### config.mk
export PLATFORM = sky130hd
export DESIGN_NAME = sentinel_auth_ctrl
export DESIGN_NICKNAME = d
export VERILOG_FILES = /design/src/rtl/sentinel_pkg.sv /design/src/rtl/sentinel_down_timer.sv /design/src/rtl/sentinel_auth_ctrl.sv
export SDC_FILE = /design/constraint.sdc
export NUM_CORES = 1
export LEC_CHECK = 0
export CAP_MARGIN = 20
export CORE_ASPECT_RATIO = 1.75
export CORE_MARGIN = 8
export CORE_UTILIZATION = 40
export CTS_CLUSTER_DIAMETER = 100
export CTS_CLUSTER_SIZE = 16
export DETAILED_ROUTE_END_ITERATION = 12
export PLACE_DENSITY = 0.66
export SLEW_MARGIN = 0
export SYNTH_ARGS = -nofsm -noshare
export SYNTH_HDL_FRONTEND = slang
export SYNTH_SLANG_ARGS = --single-unit
export TNS_END_PERCENT = 1
### constraint.sdc
create_clock -name clk -period 3.3 [get_ports clk]
set_clock_uncertainty 0.2 [all_clocks]
set_input_delay 0.66 -clock clk [delete_from_list [all_inputs] [get_ports clk]]
set_output_delay 0.66 -clock clk [all_outputs]
set_load 0.02 [all_outputs]
### src/rtl/sentinel_pkg.sv
// Shared types and constants for the Sentinel lock authorization controller.
package sentinel_pkg;

  typedef enum logic [2:0] {
    ST_LOCKED   = 3'd0,
    ST_ENTRY    = 3'd1,
    ST_GRANTED  = 3'd2,
    ST_LOCKOUT  = 3'd3,
    ST_TAMPERED = 3'd4
  } state_e;

  // Factory key: byte 0 (0xB6) is entered first.
  localparam logic [23:0] DEFAULT_KEY_SEQ = 24'hC3_5A_B6;

  // Width of the shared down-timer: enough bits for the largest load value.
  function automatic int timer_w(input int a, input int b, input int c);
    int m;
    m = a;
    if (b > m) m = b;
    if (c > m) m = c;
    return $clog2(m) + 1;
  endfunction

endpackage

### src/rtl/sentinel_down_timer.sv
// Loadable down-counter; holds at zero and reports expiry while it reads zero.
module sentinel_down_timer #(
  parameter int W = 8
) (
  input  logic         clk,
  input  logic         rst_n,
  input  logic         load,
  input  logic [W-1:0] load_val,
  input  logic         en,
  output logic         expired
);

  logic [W-1:0] cnt_d, cnt_q;

  // Load wins over counting; counting stops at zero and freezes when disabled.
  always_comb begin
    cnt_d = cnt_q;
    if (load) begin
      cnt_d = load_val;
    end else if (en && (cnt_q != '0)) begin
      cnt_d = cnt_q - 1'b1;
    end
  end

  // Counter register.
  always_ff @(posedge clk or negedge rst_n) begin
    if (!rst_n) cnt_q <= '0;
    else        cnt_q <= cnt_d;
  end

  assign expired = (cnt_q == '0);

endmodule

### src/rtl/sentinel_auth_ctrl.sv
// Sentinel lock sequencing controller: constant-time multi-byte key compare,
// failed-attempt counting with lockout, timed grant and sticky tamper latch.
module sentinel_auth_ctrl
  import sentinel_pkg::*;
#(
  parameter int                   KEY_LEN        = 3,
  parameter logic [8*KEY_LEN-1:0] KEY_SEQ        = (8*KEY_LEN)'(DEFAULT_KEY_SEQ),
  parameter int                   MAX_FAILS      = 3,
  parameter int                   ENTRY_TIMEOUT  = 256,
  parameter int                   LOCKOUT_CYCLES = 65536,
  parameter int                   HOLD_CYCLES    = 4096
) (
  input  logic       clk,
  input  logic       rst_n,
  input  logic       ena,
  input  logic [7:0] key_byte,
  input  logic       key_strobe,
  input  logic       tamper_in,
  input  logic       relock_req,
  output logic       grant,
  output logic       lockout,
  output logic       tampered,
  output logic [3:0] fail_count,
  output logic [2:0] state_o
);

  localparam int TMR_W = timer_w(ENTRY_TIMEOUT, LOCKOUT_CYCLES, HOLD_CYCLES);
  localparam int IDX_W = (KEY_LEN > 1) ? $clog2(KEY_LEN) : 1;

  localparam logic [TMR_W-1:0] LD_ENTRY   = TMR_W'(ENTRY_TIMEOUT);
  localparam logic [TMR_W-1:0] LD_HOLD    = TMR_W'(HOLD_CYCLES);
  localparam logic [TMR_W-1:0] LD_LOCKOUT = TMR_W'(LOCKOUT_CYCLES);
  localparam logic [IDX_W-1:0] IDX_LAST   = IDX_W'(KEY_LEN - 1);
  localparam logic [3:0]       FAIL_MAX   = 4'(MAX_FAILS);

  state_e           state_d, state_q;
  logic [IDX_W-1:0] idx_d, idx_q;
  logic             mis_d, mis_q;
  logic [3:0]       fail_d, fail_q;
  logic             grant_d, grant_q;
  logic             lockout_d, lockout_q;
  logic             tampered_d, tampered_q;

  logic             tmr_load;
  logic [TMR_W-1:0] tmr_val;
  logic             tmr_expired;

  // Expected key byte at a given position; a mux over all positions so the
  // compare takes the same path whatever the index.
  function automatic logic [7:0] key_at(input logic [IDX_W-1:0] idx);
    logic [7:0] b;
    b = '0;
    for (int i = 0; i < KEY_LEN; i++) begin
      if (idx == IDX_W'(i)) b = KEY_SEQ[8*i +: 8];
    end
    return b;
  endfunction

  sentinel_down_timer #(.W(TMR_W)) u_timer (
    .clk      (clk),
    .rst_n    (rst_n),
    .load     (tmr_load),
    .load_val (tmr_val),
    .en       (ena),
    .expired  (tmr_expired)
  );

  // Next-state, attempt evaluation and registered-output precompute.
  always_comb begin
    logic eval;
    logic eval_mis;
    logic m;
    logic [3:0] fail_inc;

    state_d  = state_q;
    idx_d    = idx_q;
    mis_d    = mis_q;
    fail_d   = fail_q;
    tmr_load = 1'b0;
    tmr_val  = '0;
    eval     = 1'b0;
    eval_mis = 1'b0;
    m        = 1'b0;
    fail_inc = (fail_q < FAIL_MAX) ? (fail_q + 1'b1) : fail_q;

    if (tamper_in || (state_q == ST_TAMPERED)) begin
      state_d = ST_TAMPERED;
    end else if (!ena) begin
      // Abandoned attempts and grants fall back to LOCKED uncounted; lockout
      // holds with its timer frozen.
      if ((state_q == ST_ENTRY) || (state_q == ST_GRANTED)) begin
        state_d = ST_LOCKED;
        idx_d   = '0;
        mis_d   = 1'b0;
      end
    end else begin
      case (state_q)
        ST_LOCKED: begin
          if (key_strobe) begin
            m = (key_byte != key_at('0));
            if (KEY_LEN == 1) begin
              eval     = 1'b1;
              eval_mis = m;
            end else begin
              mis_d    = m;
              idx_d    = IDX_W'(1);
              tmr_load = 1'b1;
              tmr_val  = LD_ENTRY;
              state_d  = ST_ENTRY;
            end
          end
        end
        ST_ENTRY: begin
          if (key_strobe) begin
            m = mis_q | (key_byte != key_at(idx_q));
            if (idx_q == IDX_LAST) begin
              eval     = 1'b1;
              eval_mis = m;
            end else begin
              mis_d    = m;
              idx_d    = idx_q + 1'b1;
              tmr_load = 1'b1;
              tmr_val  = LD_ENTRY;
            end
          end else if (tmr_expired) begin
            eval     = 1'b1;
            eval_mis = 1'b1;
          end
        end
        ST_GRANTED: begin
          if (relock_req || tmr_expired) state_d = ST_LOCKED;
        end
        ST_LOCKOUT: begin
          if (tmr_expired) begin
            state_d = ST_LOCKED;
            fail_d  = '0;
          end
        end
        default: state_d = ST_LOCKED;
      endcase

      if (eval) begin
        idx_d = '0;
        mis_d = 1'b0;
        if (!eval_mis) begin
          state_d  = ST_GRANTED;
          fail_d   = '0;
          tmr_load = 1'b1;
          tmr_val  = LD_HOLD;
        end else begin
          fail_d = fail_inc;
          if (fail_inc == FAIL_MAX) begin
            state_d  = ST_LOCKOUT;
            tmr_load = 1'b1;
            tmr_val  = LD_LOCKOUT;
          end else begin
            state_d = ST_LOCKED;
          end
        end
      end
    end

    grant_d    = (state_d == ST_GRANTED);
    lockout_d  = (state_d == ST_LOCKOUT);
    tampered_d = (state_d == ST_TAMPERED);
  end

  // State and output registers.
  always_ff @(posedge clk or negedge rst_n) begin
    if (!rst_n) begin
      state_q    <= ST_LOCKED;
      idx_q      <= '0;
      mis_q      <= 1'b0;
      fail_q     <= '0;
      grant_q    <= 1'b0;
      lockout_q  <= 1'b0;
      tampered_q <= 1'b0;
    end else begin
      state_q    <= state_d;
      idx_q      <= idx_d;
      mis_q      <= mis_d;
      fail_q     <= fail_d;
      grant_q    <= grant_d;
      lockout_q  <= lockout_d;
      tampered_q <= tampered_d;
    end
  end

  assign grant      = grant_q;
  assign lockout    = lockout_q;
  assign tampered   = tampered_q;
  assign fail_count = fail_q;
  assign state_o    = state_q;

endmodule

==> out/metrics.yaml <==
critical_path:
  worst_ep_required_time_ns: 3.30
  critPathArrivalTime_ns: 2.87
  end_kind: "flip-flop"
  critical_path.max_fanout: 15
  startpoint_type: "flip-flop"
  criticalPathCategory: "flip-flop to flip-flop"
  rr_worst_depth: 9
timing:
  rsz0062_at_grt: "no"
  setup_viol: 0
  max_freq_mhz: 348
  hold_viol: 0
  fin_tns_setup_ns: 0
  relSlewSlack_pct: 64.5
  worst_pin_slew_ns: 0.527
  maxSlewViolCount: 0
  min_period_over_period_pct: 87.0
  fin_crit_ns: 2.87
layout:
  antenna_cells: 0
  layout-drive-gt1-share_pct: 10.7
  layoutNonFillerInstCount: 285
  area_growth_pct: 19.4
  final_cell_area_um2: 2330
  layout.nets: 255
hold_path:
  hold_path_depth: 1
  hold_class: "flip-flop to flip-flop"
route:
  dr.pass1.iters: 4
  ant_nets: 0
  drc_errors: 0
  first_iter_violations: 102
  drt-vias-per-instance: 5.55
  num_vias: 1581
  wl_per_cell_um: 15.5
  wirelength_mm: 4.42
floorplan:
  num_io_pins: 24
  rows: 33
  start_util_pct: 41.4
  die_w_um: 68.8
  fp.coreArea_um2: 4710
  dieArea_um2: 7450
  die_h_um: 108
place:
  placed_area_um2: 2230
  port_buffers: 23
  dp_hpwl_mm: 3.53
  dp_cells: 277
  place.gp.congestion: 0.820
grt:
  grt_pass1_vias: 1666
  grt.total_usage_pct: 13.0
  grt_max_degree: 31
  antenna_found_initial: 0
  overflow: 0
  grt_pass1_wl_mm: 7.50
power:
  powerDensity_nw_per_um2: 532
  leakage_nw: 0.956
  peakVddDrop_mv: 0.231
synthesis:
  yosysWarningCount: 0
  synth_seq_cells: 30
  synth_ff_type: "dfrtp_1"
  yosysSeqAreaShare_pct: 38.5
  synth_top_family_by_area: "simple AND/OR/NAND/NOR gates"
  ys_async_sr_fraction_pct: 100
  synthAdderAreaFrac_pct: 5.78
  synth-compound-area-share_pct: 11.3
  syn_area_per_cell_um2: 9.46
  synth.distinct_cells: 54
  synthCells: 206
  netlist_area_um2: 1950
  synth-edff-count: 0
  synth_mux_area_share_pct: 1.67
  post_synth_and_or_nand_nor_area_fraction_pct: 29.5
  syn_nets: 229
  synth_xor_area_share_pct: 9.44
clock_tree:
  post_cts_buffers: 0
  cts_sinks: 30
  insertion_delay_ns: 0.28
  cts_resized: 0
  cts-htree-levels: 2
  clockBufferDepth: 2
  path_clk_slew_ns: 0.06
  cts_tree: "done"
  holdBufCountCts: 0
  root_buffer: "clkbuf_8"
  numCtsBuffers: 5
job:
  maxCapViolations: 0
run_status:
  status: "finished clean"
cells in the final DEF, fill, tap and decap left out, types with 2 or more instances in the layout:
cell type | Yosys | routed
o21ai_0 | 2 | 2
nor2_1 | 27 | 27
xor2_1 | 11 | 11
xnor2_1 | 10 | 10
dfrtp_1 | 30 | 30
nor4_1 | 7 | 7
nor3b_2 | 2 | 2
o21bai_1 | 2 | 2
and4b_1 | 2 | 2
clkbuf_8 | 0 | 6
ha_1 | 9 | 9
nor4bb_1 | 2 | 2
nand3_1 | 3 | 3
nand4_1 | 3 | 3
nor3_1 | 7 | 7
buf_4 | 1 | 4
nor3b_1 | 3 | 3
mux2_2 | 2 | 2
or3_1 | 4 | 4
and2_1 | 2 | 2
o211ai_1 | 2 | 2
and3_1 | 2 | 2
or3_4 | 2 | 2
a31oi_1 | 2 | 2
a211oi_1 | 3 | 3
o22ai_1 | 2 | 2
nand2_1 | 12 | 12
a21oi_1 | 5 | 5
nand2b_1 | 3 | 3
nor3_2 | 2 | 2
clkdlybuf4s50_1 | 0 | 23
inv_1 | 9 | 9
nor2b_1 | 4 | 4
or2_2 | 2 | 2
per-layer routing:
| layer | track usage [%] | wire, um | up-vias | part of all wire [%] |
|---|---|---|---|---|
| met5 | 0 | 0 | - | 0 |
| met4 | 5.63 | 97 | 0 | 2.2 |
| met3 | 2.69 | 141 | 7 | 3.2 |
| met2 | 23.6 | 2510 | 23 | 57 |
| met1 | 13.5 | 1680 | 770 | 38 |
| li1 | - | - | 781 | - |
path summary, 6_finish.rpt:
path,start,endpoint,slack [ns]
setup reg to reg,idx_q[0],u_timer.cnt_q[12],0.43
min in group asynchronous,rst_n,fail_count[2],0.57
hold / removal,fail_count[2],fail_count[2],0.35
max in group asynchronous,rst_n,u_timer.cnt_q[0],2.04
setup / recovery,idx_q[0],u_timer.cnt_q[12],0.43
hold reg to reg,fail_count[2],fail_count[2],0.35
power by group:
part	total [W]	switching, W	leakage [nW]	internal [W]
logic	0.000354	0.000184	0.536	0.000170
registers	0.000584	0.000118	0.372	0.000466
clock network	0.000301	0.000133	0.0482	0.000168
state kept, by name (all words and copies together) (netlist names):
name           count
fail_count         4
mis_q              1
state_o            3
u_timer.cnt_q     17
grant              1
idx_q              2
tampered           1
lockout            1
Yosys cell counts (all sizes together), types with 3 or more instances:
master,instances,area share (%)
nor3b,5,2.4
xnor2,10,4.5
inv,9,1.7
nor3,9,2.8
a21oi,5,1.3
xor2,11,4.9
o21ai,3,0.77
nor4,8,3.3
clkbuf,3,0.58
nand4,3,0.96
nand3,3,0.77
nor2,27,5.2
dfrtp,30,39
ha,9,5.8
or3,6,2.4
nand2,12,2.3
or2,3,0.96
buf,5,1.4
nand2b,3,0.96
nor2b,4,1.3
a211oi,3,1.2
metrics by stage:
| stage | utilization [%] | hold WS, ns | power, W | setup WS, ns |
|---|---|---|---|---|
| global route | 49.4 | 0.378 | 0.00133 | 0.124 |
| CTS | 49.4 | 0.357 | 0.00125 | 0.383 |
| floorplan | - | 0.164 | 0.000845 | 0.525 |
| detailed placement | 47.5 | 0.339 | 0.000947 | 0.138 |
| finish | 49.4 | 0.354 | 0.00124 | 0.427 |
| global placement | 47.5 | 0.328 | 0.000936 | 0.241 |
logic make-up (layout without fill, tap and decap cells):
logic type      after synthesis  count (layout)
simple gates                 97              97
flops                        30              30
compound gates               29              29
xor+xnor                     21              21
buf+inv                      17              44
fa+ha+maj                     9               9
mux                           3               3
worst max-delay path: stages, from the launching register on:
cell and delay, ns:
dfrtp_1 0.40, inv_1 0.12, ha_1 0.28, or4_1 0.52, o211ai_1 0.23, nand4_1 0.15, a211oi_1 0.31, nand2b_1 0.17
buf_4 0.21, mux2i_1 0.20
cell type report:
class | instances | area [um^2]
sequential | 30 | 751
inverter | 9 | 33.8
multi-input combinational | 159 | 1120
tap | 52 | 65.1
clock inverter | 1 | 5.00
clock buffer | 7 | 86.3
timing repair buffer | 27 | 260
fill | 463 | 2380
Power figures use the tool's default switching activity.
